## config.mk

```make
export PLATFORM = sky130hd
export DESIGN_NAME = mcbsp_receiver_16bit_s_flat
export DESIGN_NICKNAME = d
export VERILOG_FILES = /design/src/rtl/mcbsp_receiver_16bit_s_if.sv /design/src/rtl/mcbsp_receiver_16bit_s.sv /design/src/flat_wrapper.sv
export SDC_FILE = /design/constraint.sdc
export NUM_CORES = 1
export LEC_CHECK = 0
export ABC_CLOCK_PERIOD_IN_PS = 4500
export CAP_MARGIN = 20
export CORE_AREA = 2 2 56 58
export CTS_BUF_LIST = sky130_fd_sc_hd__clkbuf_2 sky130_fd_sc_hd__clkbuf_4 sky130_fd_sc_hd__clkbuf_8
export DETAILED_ROUTE_END_ITERATION = 8
export DIE_AREA = 0 0 58 60
export GPL_TIMING_DRIVEN = 0
export PLACE_DENSITY = 0.91
export REMOVE_ABC_BUFFERS = 1
export SYNTH_ARGS = -nofsm -noshare
export SYNTH_HDL_FRONTEND = slang
export SYNTH_SLANG_ARGS = --single-unit
```

## constraint.sdc

```tcl
create_clock -name McBSPClk -period 4.5 [get_ports McBSPClk]
set_clock_uncertainty 0.2 [all_clocks]
set_input_delay 0.9 -clock McBSPClk [delete_from_list [all_inputs] [get_ports McBSPClk]]
set_output_delay 0.9 -clock McBSPClk [all_outputs]
set_load 0.02 [all_outputs]
```

## src/rtl/mcbsp_receiver_16bit_s_if.sv

```systemverilog
// Receive-side McBSP bus: frame sync, serial data and the word handshake.
interface mcbsp_receiver_16bit_s_if;
   logic        FSR;
   logic        DR;
   logic        rAck;
   logic [15:0] rData;
   logic        rValid;
   logic        busBusy;
   logic        rOverrun;
   logic        frameErr;

   modport master (
      output FSR, DR, rAck,
      input  rData, rValid, busBusy, rOverrun, frameErr
   );

   modport slave (
      input  FSR, DR, rAck,
      output rData, rValid, busBusy, rOverrun, frameErr
   );
endinterface

```

## src/rtl/mcbsp_receiver_16bit_s.sv

```systemverilog
// McBSP 16-bit serial receiver, MSB first, one-word holding register.
// Optional MCBSP_RX_FRAME_ABORT_EN: FSR during a frame restarts it and pulses frameErr.
module mcbsp_receiver_16bit_s (
   input logic                     McBSPClk,
   input logic                     nRst,
   mcbsp_receiver_16bit_s_if.slave bus
);
   typedef enum logic {IDLE, RECV} state_t;

   state_t      state, state_nx;
   logic [3:0]  cnt, cnt_nx;
   logic [15:0] shreg, shreg_nx;
   logic [15:0] data_q, data_nx;
   logic        valid_q, valid_nx;
   logic        busy_q, busy_nx;
   logic        ovr_q, ovr_nx;
   logic        ferr_q, ferr_nx;
   logic [15:0] word;
   logic        abort;

   assign word = {shreg[14:0], bus.DR};

`ifdef MCBSP_RX_FRAME_ABORT_EN
   assign abort = bus.FSR && (cnt != 4'd0);
`else
   assign abort = 1'b0;
`endif

   always_ff @(posedge McBSPClk or negedge nRst) begin
      if (!nRst) begin
         state   <= IDLE;
         cnt     <= 4'd15;
         shreg   <= 16'h0000;
         data_q  <= 16'h0000;
         valid_q <= 1'b0;
         busy_q  <= 1'b0;
         ovr_q   <= 1'b0;
         ferr_q  <= 1'b0;
      end else begin
         state   <= state_nx;
         cnt     <= cnt_nx;
         shreg   <= shreg_nx;
         data_q  <= data_nx;
         valid_q <= valid_nx;
         busy_q  <= busy_nx;
         ovr_q   <= ovr_nx;
         ferr_q  <= ferr_nx;
      end
   end

   always_comb begin
      state_nx = state;
      cnt_nx   = cnt;
      shreg_nx = shreg;
      data_nx  = data_q;
      valid_nx = valid_q;
      busy_nx  = busy_q;
      ovr_nx   = 1'b0;
      ferr_nx  = 1'b0;
      if (valid_q && bus.rAck)
         valid_nx = 1'b0;
      unique case (state)
         IDLE: begin
            if (bus.FSR) begin
               state_nx = RECV;
               cnt_nx   = 4'd15;
               busy_nx  = 1'b1;
            end
         end
         RECV: begin
            if (abort) begin
               shreg_nx = 16'h0000;
               cnt_nx   = 4'd15;
               ferr_nx  = 1'b1;
            end else if (cnt == 4'd0) begin
               // an ack in this same cycle consumes the old word, so no overrun
               shreg_nx = word;
               data_nx  = word;
               valid_nx = 1'b1;
               ovr_nx   = valid_q && !bus.rAck;
               busy_nx  = 1'b0;
               state_nx = IDLE;
            end else begin
               shreg_nx = word;
               cnt_nx   = cnt - 4'd1;
            end
         end
         default: state_nx = IDLE;
      endcase
   end

   assign bus.rData    = data_q;
   assign bus.rValid   = valid_q;
   assign bus.busBusy  = busy_q;
   assign bus.rOverrun = ovr_q;
   assign bus.frameErr = ferr_q;
endmodule

```

## src/flat_wrapper.sv

```systemverilog
// flat-port wrapper written by rule: the top's interface ports become plain ports
module mcbsp_receiver_16bit_s_flat 
  (McBSPClk, nRst, bus_FSR, bus_DR, bus_rAck, bus_rData, bus_rValid, bus_busBusy, bus_rOverrun, bus_frameErr);
  mcbsp_receiver_16bit_s_if bus_i ();
  input logic McBSPClk;
  input logic nRst;
  input wire logic [$bits(bus_i.FSR)-1:0] bus_FSR;
  input wire logic [$bits(bus_i.DR)-1:0] bus_DR;
  input wire logic [$bits(bus_i.rAck)-1:0] bus_rAck;
  output wire logic [$bits(bus_i.rData)-1:0] bus_rData;
  output wire logic [$bits(bus_i.rValid)-1:0] bus_rValid;
  output wire logic [$bits(bus_i.busBusy)-1:0] bus_busBusy;
  output wire logic [$bits(bus_i.rOverrun)-1:0] bus_rOverrun;
  output wire logic [$bits(bus_i.frameErr)-1:0] bus_frameErr;
  assign bus_i.FSR = bus_FSR;
  assign bus_i.DR = bus_DR;
  assign bus_i.rAck = bus_rAck;
  assign bus_rData = bus_i.rData;
  assign bus_rValid = bus_i.rValid;
  assign bus_busBusy = bus_i.busBusy;
  assign bus_rOverrun = bus_i.rOverrun;
  assign bus_frameErr = bus_i.frameErr;
  mcbsp_receiver_16bit_s u_core (.McBSPClk(McBSPClk), .nRst(nRst), .bus(bus_i));
endmodule
```

# Yosys cells after proc, flatten, opt, wreduce, memory -nomap -nowiden
# Index checks and enable logic that the tools add are counted.
dict set report word_totals {
  output_inout_bits 20
  reg_bits 39
  wordCells 33
  in_bits 5
}
dict set report classes {
  n_reduce_logical 7
  add_sub_neg 1
  bitwise_logic 1
  n_eq_ne 3
  muxes 14
}
# cell count
set ops {}
lappend ops {{1-bit 2-to-1 mux} 9}
lappend ops {{4-bit 2-to-1 mux} 2}
lappend ops {{4-bit case mux with 2 select lines} 1}
lappend ops {{2-bit != test (second input constant)} 3}
lappend ops {{2-bit AND reduction} 3}
lappend ops {{4-bit zero test} 1}
lappend ops {{1-bit case mux with 2 select lines} 2}
lappend ops {{4-bit by 1-bit subtractor with 4-bit output (second input constant)} 1}
lappend ops {{1-bit logical AND} 2}
lappend ops {{1-bit zero test} 1}
lappend ops {{1-bit inverter} 1}

# Depth between registers and ports, before layout
# Gate-level depths: netlist (run 1).
dict set report depth {
  ltp_word 4
  ltp_mapped 6
  depth_no_buf 5
}

# Least setup slack after synthesis (run 1)
# OpenSTA, ideal clock, no wires.
dict set report synth_path {
  kind {reg2reg}
  from {register u_core.cnt[0]}
  to {register u_core.data_q[10] (netlist: u_core.bus.rData[10])}
  setup_slack_ns 2.777
  arrival_ns 1.398
  stages_incl_launch_ff 6
  n_path_buf 1
  required_ns 4.175
  setup_ns 0.125
  synth_period_minus_slack_ns 1.723
  path_cell_list {dfstp_2 > inv_1 > ha_1 > and4bb_4 > buf_6 > mux2_4}
}
dict set report synth_via {
  elab_chain_cells 2
}
# element line
set synth_lines {}
lappend synth_lines {{start: declaration} mcbsp_receiver_16bit_s.sv:11} ;# logic [3:0] cnt, cnt_nx;
lappend synth_lines {{start signal: assignment} mcbsp_receiver_16bit_s.sv:41} ;# cnt <= cnt_nx;
lappend synth_lines {{4-bit zero test} mcbsp_receiver_16bit_s.sv:75} ;# end else if (cnt == 4'd0) begin
lappend synth_lines {{2-bit AND reduction (no line)} --}
lappend synth_lines {{end signal: assignment} mcbsp_receiver_16bit_s.sv:43} ;# data_q <= data_nx;
lappend synth_lines {{end: declaration} mcbsp_receiver_16bit_s.sv:13} ;# logic [15:0] data_q, data_nx;
# No other way between the ends.
# A chain may end at the register's enable or synchronous reset.

# Worst setup path after layout (run 1)
dict set report layout_path {
  from {register u_core.valid_q (netlist: u_core.bus.rValid)}
  to {output port bus_rValid}
}
# element line
set layout_rtl {}
lappend layout_rtl {{start: declaration} mcbsp_receiver_16bit_s.sv:14} ;# logic valid_q, valid_nx;
lappend layout_rtl {{start signal: assignment} mcbsp_receiver_16bit_s.sv:44} ;# valid_q <= valid_nx;
lappend layout_rtl {{end: declaration} flat_wrapper.sv:11} ;# output wire logic [$bits(bus_i.rValid)-1:0] bus_rValid;
# No word-level cell between the ends.

==> summary.md, run 1 <==
| Metric | Value |
|---|---|
| GRT met2 Usage | 26.3% |
| Final Routed Wirelength | 2560 um |
| R2r setup slk | 2300 ps |
| Clock Latency Late Sink | 340 ps |
| Synth top area share | 54.3% |
| Post-Route Utilization | 65.5% |
| Clock root cell | clkbuf_4 |
| Crit start category | flop |
| Avg Vias per Cell | 5.30 |
| Met1 usage | 21.5% |
| Total gr overflow | 0 |
| Netlist cell types | 23 |
| DRT iter0 DRCs | 8 |
| Reg clk slew, reported paths | 110 ps |
| DIE WIDTH | 58 um |
| Arr. time, crit path | 1330 ps |
| Synthesized instance count | 103 |
| Sink Count | 39 |
| Layout Area Growth over Synthesis | 17.8% |
| Die Footprint | 3480 um2 |
| DRC Markers | 0 |
| Outcome | finished clean |
| Post-route ant nets | 0 |
| H-Tree Depth | 2 |
| Fmax | 411 MHz |
| Family with the most delay on the worst path | buffers and inverters |
| Vias in the first global route | 901 |
| CP endpoint kind | output port |
| Flops & latches, synth | 39 |
| Initial Utilization | 55.6% |
| WP buf/inv | 1 |
| TritonCTS Buffers | 5 |
| Deepest clock path buffer count | 2 |
| Leakage | 0.859 nW |
| Synthesized cell area | 1610 um2 |
| Synth area leader | dfrtp_1 |
| Synth area leaders | dfrtp_1 54%, mux2_4 15%, mux2_2 10% |
| Core area | 2900 um2 |
| Crit-path cells | clkdlybuf4s50_1 |
| Seq/Total Area, Yosys | 60.8% |
| Clock period minus worst slack | 2430 ps |
| Worst R2R End | u_core.bus.rData[9] |
| Slew @ Worst Pin | 829 ps |
| Worst Hold Path EP | u_core.bus.rData[15] |
| Die Y | 60 um |
| CTS resizes | 0 |
| Gr usage total | 16.9% |
| WS Path Type | reg -> out |
| Hold path depth | 1 |
| DR WL/cell | 15.9 um |
| IO Count | 25 |
| Worst-path cell with the longest stage delay | clkdlybuf4s50_1 |
| Grt peak-use layer | met2 |
| DR pass1 iterations | 4 |
| Initial antenna violation count | 0 |
| Max-Cap Viols | 0 |
| Hold WC Path Type | reg -> reg |
| Fin. Hold Viols | 0 |
| PortBufs | 23 |
| First-pass GRT wire length | 4290 um |
| Via count | 854 |
| Nets@finish | 133 |
| Final setup fails | 0 |
| Worst reg2reg path depth | 2 |
| Final Max Tran Viols | 0 |
| Slowest Stage Delay on Critical Path | 620 ps |
| GR Util met3 | 6.28% |
| Hold_sp | u_core.shreg[14] |
| Ys Warns | 0 |
| Rel. slew slack | 44.7% |
| Tot Pwr | 0.00156 W |
| CTS tree | yes |
| Average size of a mapped cell | 15.7 um2 |
| Critical Path RT | 3400 ps |
| Antenna Cells | 0 |
| Final GP Congestion | 0.722 |
| Setup bufs post-CTS | 0 |
| Site Rows | 20 |
| Reg-to-reg critical path startpoint | u_core.state |
| CP max FO | 3 |
| Period utilization | 54.1% |
| Hold buffer count at cts | 0 |
| RSZ-0062 raised after global routing | no |
| Share of cells above drive strength 1 | 35.9% |
| PwrDens | 820 nW/um2 |
| Largest net degree at the start of global routing | 40 |
| Max IR drop VDD | 0.000591 V |
| Sum Neg Setup Slack | 0 ps |
-- layout by cell type (no fill, tap or decap), types with 2 or more instances in the layout --
master and count:
dfstp_2 4, clkdlybuf4s50_1 22, inv_1 5, o221ai_1 2, o21a_1 2, clkbuf_8 2, clkbuf_4 6, dfrtp_1 35
o211ai_1 2, mux2_4 16, mux2_2 15, nor2_1 4, nand2b_1 2
-- layout make-up --
| cell class | instances | area (um2) |
|---|---|---|
| Fill cell | 213 | 1000 |
| Sequential cell | 39 | 981 |
| Multi-Input combinational cell | 53 | 562 |
| Timing Repair Buffer | 23 | 225 |
| Clock buffer | 8 | 72.6 |
| Tap cell | 33 | 41.3 |
| Inverter | 5 | 18.8 |
-- report_power, final --
| part | internal [W] | total [W] | switching, W |
|---|---|---|---|
| Combinational | 0.000403 | 0.000662 | 0.000258 |
| Sequential | 0.000541 | 0.000693 | 0.000152 |
| Clock | 0.0000980 | 0.000204 | 0.000106 |
| Total | 0.00104 | 0.00156 | 0.000516 |
-- flip-flops by register name, indices dropped and copies added (netlist names) --
name                 count
u_core.cnt               4
u_core.bus.busBusy       1
u_core.state             1
u_core.bus.rData        16
u_core.shreg            15
u_core.bus.rValid        1
u_core.bus.rOverrun      1
-- cells by family after synthesis --
group,after synthesis,share of synthesized area (%)
adders and majority gates,1,0.776
DFF,39,60.8
buffers and inverters,11,4.34
and+or+nand+nor,12,4.73
muxes,31,25.4
other,1,0.233
AOI/OAI and AO/OA,8,3.72
-- how the worst max path moves through the flow --
stage	from	end	slack, ps	cells past startpoint
finish	u_core.bus.rValid	bus_rValid	2070	1
floorplan	u_core.state	u_core.bus.rData[0]	2570	2
CTS	u_core.bus.rValid	bus_rValid	2040	1
global route	u_core.bus.rData[6]	bus_rData[6]	2010	1
detailed placement	u_core.state	u_core.bus.rData[9]	2320	2
global placement	nRst	u_core.bus.rData[15]	1530	1
-- metal layers --
metal	wire (um)	part of all wire (%)
met5	0	0
met2	1290	50
met4	32	1.3
met3	121	4.7
met1	1120	44
-- stage by stage --
step | instances | area (um2) | setup slack, ps | hold slack [ps]
detailed placement | 153 | 1830 | 2320 | 293
CTS | 161 | 1900 | 2040 | 319
global placement | 153 | 1830 | 1530 | 281
floorplan | 97 | 1560 | 2570 | 277
finish | 161 | 1900 | 2070 | 318
global route | 161 | 1900 | 2010 | 338
-- cells in the mapped netlist --
cell / n
dfrtp_1: 35
mux2_4: 16
mux2_2: 15
inv_1: 5
dfstp_2: 4
nor2_1: 4
buf_6: 3
buf_2: 2
nand2b_1: 2
o211ai_1: 2
o21a_1: 2
o221ai_1: 2
a21o_1: 1
a21oi_1: 1
and3_1: 1
and4bb_4: 1
buf_4: 1
conb_1: 1
ha_1: 1
nand2_1: 1
nand4_1: 1
nor2_4: 1
nor3_1: 1
(Power assumes the default switching activity.)
==> inputs of run 2 (changes only) <==
- ABC_CLOCK_PERIOD_IN_PS: 4500 -> 2200
- CORE_AREA: 2 2 56 58 -> 2 2 61 63
- DIE_AREA: 0 0 58 60 -> 0 0 63 65
- PLACE_DENSITY: 0.91 -> 0.82
- clock period: 4.5 -> 2.2 ns (I/O delays scaled with it)
==> run 2 against run 1 <==
  * Cell count is 9.9% higher
  * Flip-flop and latch count unchanged
  * Register-to-register slack worse by 2100 ps
  * Largest power group unchanged
  * Count of clock-buffer cells in the layout decreased by 3
  * Global-route usage fell by 3.2 points
==> summary.md, run 2 (synthesized netlist as in run 1, its figures left out) <==
| Metric | Value |
|---|---|
| Initial Utilization | 46.1% |
| Deepest clock path buffer count | 2 |
| Clock period minus worst slack | 1990 ps |
| Commonest non-fill, non-tap cell in the layout | dfrtp_1 |
| Hold WC Path Type | reg -> reg |
| DR pass1 iterations | 4 |
| Family with the most delay on the worst path | buffers and inverters |
| Setup bufs post-CTS | 0 |
| First-pass GRT wire length | 4190 um |
| Final GP Congestion | 0.645 |
| DRC Markers | 0 |
| R2r setup slk | 250 ps |
| Worst reg2reg path depth | 2 |
| Post-route ant nets | 0 |
| Antenna Cells | 0 |
| WP buf/inv | 1 |
| Worst-path cell with the longest stage delay | clkdlybuf4s50_1 |
| DIE WIDTH | 63 um |
| Crit-path cells | clkdlybuf4s50_1 |
| Max-Cap Viols | 0 |
| CP max FO | 2 |
| TritonCTS Buffers | 5 |
| Largest net degree at the start of global routing | 40 |
| Rel. slew slack | 43.3% |
| Max IR drop VDD | 0.000608 V |
| Fmax | 503 MHz |
| Leakage | 0.866 nW |
| Final Routed Wirelength | 2480 um |
| Final setup fails | 0 |
| Critical Path RT | 1560 ps |
| CTS tree | yes |
| Reg-to-reg critical path startpoint | u_core.state |
| H-Tree Depth | 2 |
| Arr. time, crit path | 1350 ps |
| Final Max Tran Viols | 0 |
| Crit start category | flop |
| WS Path Type | reg -> out |
| Vias in the first global route | 878 |
| Clock root cell | clkbuf_4 |
| Die Y | 65 um |
| Avg Vias per Cell | 4.95 |
| Largest register FFs | 16 |
| Total gr overflow | 0 |
| Period utilization | 90.5% |
| Gr usage total | 13.7% |
| Hold path depth | 1 |
| PortBufs | 23 |
| Layout Area Growth over Synthesis | 20.2% |
| PwrDens | 1660 nW/um2 |
| DR WL/cell | 14.0 um |
| Worst R2R End | u_core.bus.rData[1] |
| Slew @ Worst Pin | 851 ps |
| Hold_sp | u_core.bus.rData[2] |
| Clock Latency Late Sink | 350 ps |
| DP HPWL | 1610 um |
| Tot Pwr | 0.00323 W |
| Reg clk slew, reported paths | 120 ps |
| Die Footprint | 4100 um2 |
| Initial antenna violation count | 0 |
| IO Count | 25 |
| Fin. Hold Viols | 0 |
| RSZ-0062 raised after global routing | no |
| Slowest Stage Delay on Critical Path | 610 ps |
| DRT iter0 DRCs | 26 |
| Sink Count | 39 |
| Most frequent cells in the layout | 34 x dfrtp_1, 22 x clkdlybuf4s50_1, 16 x mux2_4 |
| Core area | 3500 um2 |
| Site Rows | 22 |
| Outcome | finished clean |
| CP endpoint kind | output port |
| Nets@finish | 134 |
| Share of cells above drive strength 1 | 36.4% |
| Post-Route Utilization | 55.5% |
| Worst Hold Path EP | u_core.bus.rData[2] |
| Via count | 877 |
run 2: changes by cell type in the layout (fill, tap and decap cells not counted), sizes merged:
| cell | delta |
|---|---|
| clkinv | +2 |
| bufinv | +1 |
| clkbuf | -3 |
| dlygate4sd3 | +1 |
run 2: worst max path at each step:
| stage | start | end | cells after the start |
|---|---|---|---|
| after floorplan | u_core.state | u_core.bus.rData[0] | 2 |
| after global placement | nRst | u_core.bus.rValid | 1 |
| after detailed placement | u_core.state | u_core.bus.rData[1] | 2 |
| after CTS | u_core.bus.rData[3] | bus_rData[3] | 1 |
| after global routing | u_core.bus.rData[11] | bus_rData[11] | 1 |
| final | u_core.bus.rData[3] | bus_rData[3] | 1 |
run 2: layout make-up:
class | instances | area, um2
Fill cell | 284 | 1560
Sequential cell | 39 | 982
Clock inverter | 3 | 43.8
Clock buffer | 5 | 37.5
Timing Repair Buffer | 24 | 235
Inverter | 5 | 18.8
Tap cell | 48 | 60.1
Multi-Input combinational cell | 53 | 562
run 2: repair_timing:
| item | in CTS | in global routing |
|---|---|---|
| gates resized for setup | 1 | 0 |
| hold buffers | 1 | 0 |
| endpoints found under the setup margin | 11 | 0 |
| hold endpoints to repair | 21 | 0 |
run 2: where the power goes:
part,internal [W],total [W],switching [W]
clock network,0.000239,0.000478,0.000238
logic,0.000824,0.00134,0.000517
registers,0.00111,0.00141,0.000302
total,0.00217,0.00323,0.00106
run 2: metal layers:
metal,track usage [%],routed length [um],up-vias
met2,21.7,1230,21
met3,4.86,117,4
li1,-,-,402
met5,0,0,-
met4,6.67,38,0
met1,16.6,1100,450
run 2: stage by stage:
stage                     setup WS (ps)  hold WS (ps)  cell area (um2)  setup TNS, ps  std cells
after global placement             -333           280             1850         -11600        168
final                               210           323             1940              0        177
after floorplan                     268         -55.6             1560              0         97
after global routing                144           332             1940              0        177
after detailed placement          -22.3           298             1850           -150        168
after CTS                           178           322             1940              0        177
==> inputs of run 3 (changes only) <==
--- a/config.mk
+++ b/config.mk
@@ -15,4 +15,5 @@
 export PLACE_DENSITY = 0.82
 export REMOVE_ABC_BUFFERS = 1
+export SLEW_MARGIN = 20
 export SYNTH_ARGS = -nofsm -noshare
 export SYNTH_HDL_FRONTEND = slang
==> constraint.sdc (replaced) <==
create_clock -name McBSPClk -period 2.2 [get_ports McBSPClk]
set_clock_uncertainty 0.2 [all_clocks]
set_input_delay 0.33 -clock McBSPClk [delete_from_list [all_inputs] [get_ports McBSPClk]]
set_output_delay 0.33 -clock McBSPClk [all_outputs]
set_load 0.02 [all_outputs]
==> run 3 against run 2 <==
  * Critical path depth grew 1
  * Combinational power is essentially flat
  * Critical path type is now reg -> reg
  * First-iteration DRC count grew 77%
  * Highest routed layer unchanged
==> summary.md, run 3 (synthesized netlist as in run 1, its figures left out) <==
| Metric | Value |
|---|---|
| Site Rows | 22 |
| Hold WC Path Type | in -> async |
| Crit start category | flop |
| Worst reg2reg path depth | 2 |
| Final GP Congestion | 0.645 |
| Crit-path cells | and4bb_4, mux2_4 |
| Leakage | 0.879 nW |
| Deepest clock path buffer count | 2 |
| Crit path from | u_core.state |
| Antenna Cells | 0 |
| Period utilization | 88.7% |
| Final Routed Wirelength | 2520 um |
| Total gr overflow | 0 |
| R2r setup slk | 250 ps |
| Worst hold slack | 227 ps |
| Final Max Tran Viols | 0 |
| RSZ-0062 raised after global routing | no |
| Reg clk slew, reported paths | 120 ps |
| Max-Cap Viols | 0 |
| Commonest non-fill, non-tap cell in the layout | dfrtp_1 |
| Family with the most delay on the worst path | flip-flops |
| Die Y | 65 um |
| Clock root cell | clkbuf_4 |
| DRT iter0 DRCs | 46 |
| Slowest Stage Delay on Critical Path | 690 ps |
| Final setup fails | 0 |
| Initial Utilization | 46.1% |
| CP endpoint kind | flop |
| Largest register FFs | 16 |
| Sum Neg Setup Slack | 0 ps |
| Vias in the first global route | 873 |
| Most frequent cells in the layout | 34 x dfrtp_1, 22 x clkdlybuf4s50_1, 16 x mux2_4 |
| Critical Path RT | 2240 ps |
| Avg Vias per Cell | 4.93 |
| Post-Route Utilization | 56.3% |
| Core area | 3500 um2 |
| Outcome | finished clean |
| Reg-to-reg critical path startpoint | u_core.state |
| WP buf/inv | 0 |
| Fin. Hold Viols | 0 |
| Layout Area Growth over Synthesis | 22.0% |
| Sink Count | 39 |
| Pre-CTS WS | -15.3 ps |
| CTS tree | yes |
| Initial antenna violation count | 0 |
| DR pass1 iterations | 4 |
| IO Count | 25 |
| First-pass GRT wire length | 4230 um |
| PwrDens | 1650 nW/um2 |
| Fillers | 291 |
| DR WL/cell | 14.2 um |
| Die Footprint | 4100 um2 |
| Tot Pwr | 0.00325 W |
| Max IR drop VDD | 0.000607 V |
| Worst R2R End | u_core.bus.rData[1] |
| WS Path Type | reg -> reg |
| Gr usage total | 14.2% |
| H-Tree Depth | 2 |
| Fmax | 513 MHz |
| Clock period minus worst slack | 1950 ps |
| Setup bufs post-CTS | 0 |
| DIE WIDTH | 63 um |
| Share of cells above drive strength 1 | 36.9% |
| CP max FO | 24 |
| Post-route ant nets | 0 |
| Clock Latency Late Sink | 350 ps |
| DP HPWL | 1730 um |
| Via count | 877 |
| Largest net degree at the start of global routing | 26 |
| PortBufs | 23 |
| DRC Markers | 0 |
| Nets@finish | 135 |
| Worst-path cell with the longest stage delay | dfrtp_2 |
| Arr. time, crit path | 1990 ps |
| Crit path setup slack, layout | 249 ps |
| TritonCTS Buffers | 5 |
==> run 3: layout make-up <==
type                    instances  area (um2)  area share [%]
repair buffers                 25         263            13.4
clock buffers                   5        37.5            1.91
inverters                       5        18.8           0.954
multi-input cells              53         562            28.6
flip-flops and latches         39         982            49.9
well taps                      48        60.1            3.05
clock inverters                 3        43.8            2.23
==> run 3: layer usage <==
metal  share of wire, %  GRT usage, %
met5                  0             0
met4                2.6          8.33
met3                4.4          5.03
met2                 48          21.5
met1                 45          17.4
==> run 3: worst max-delay path by stage <==
stage	endpoint	slack, ps	cells after the start
floorplan	u_core.bus.rData[0]	270	2
global placement	u_core.bus.rValid	-220	1
CTS	u_core.bus.rData[1]	250	2
detailed placement	u_core.bus.rData[1]	-20	2
global route	u_core.bus.rData[1]	170	2
finish	u_core.bus.rData[1]	250	2
==> run 3: power by group <==
group / internal [W] / switching (W) / total (W)
Combinational: 0.000829 / 0.000523 / 0.00135
Clock: 0.000239 / 0.000243 / 0.000482
Sequential: 0.00111 / 0.000305 / 0.00141
Total: 0.00218 / 0.00107 / 0.00325
==> run 3: timing repair <==
action                     4_1_cts  5_1_grt
setup endpoints to repair       16        0
hold buffers                     1        0
gates resized for setup          1        0
hold endpoints to repair        14        0
==> run 3: metrics by stage <==
| step | cell area, um2 | std cells |
|---|---|---|
| 3_3_place_gp | 1850 | 168 |
| 6_report | 1970 | 178 |
| 5_1_grt | 1970 | 178 |
| 2_1_floorplan | 1560 | 97 |
| 3_5_place_dp | 1870 | 169 |
| 4_1_cts | 1970 | 178 |
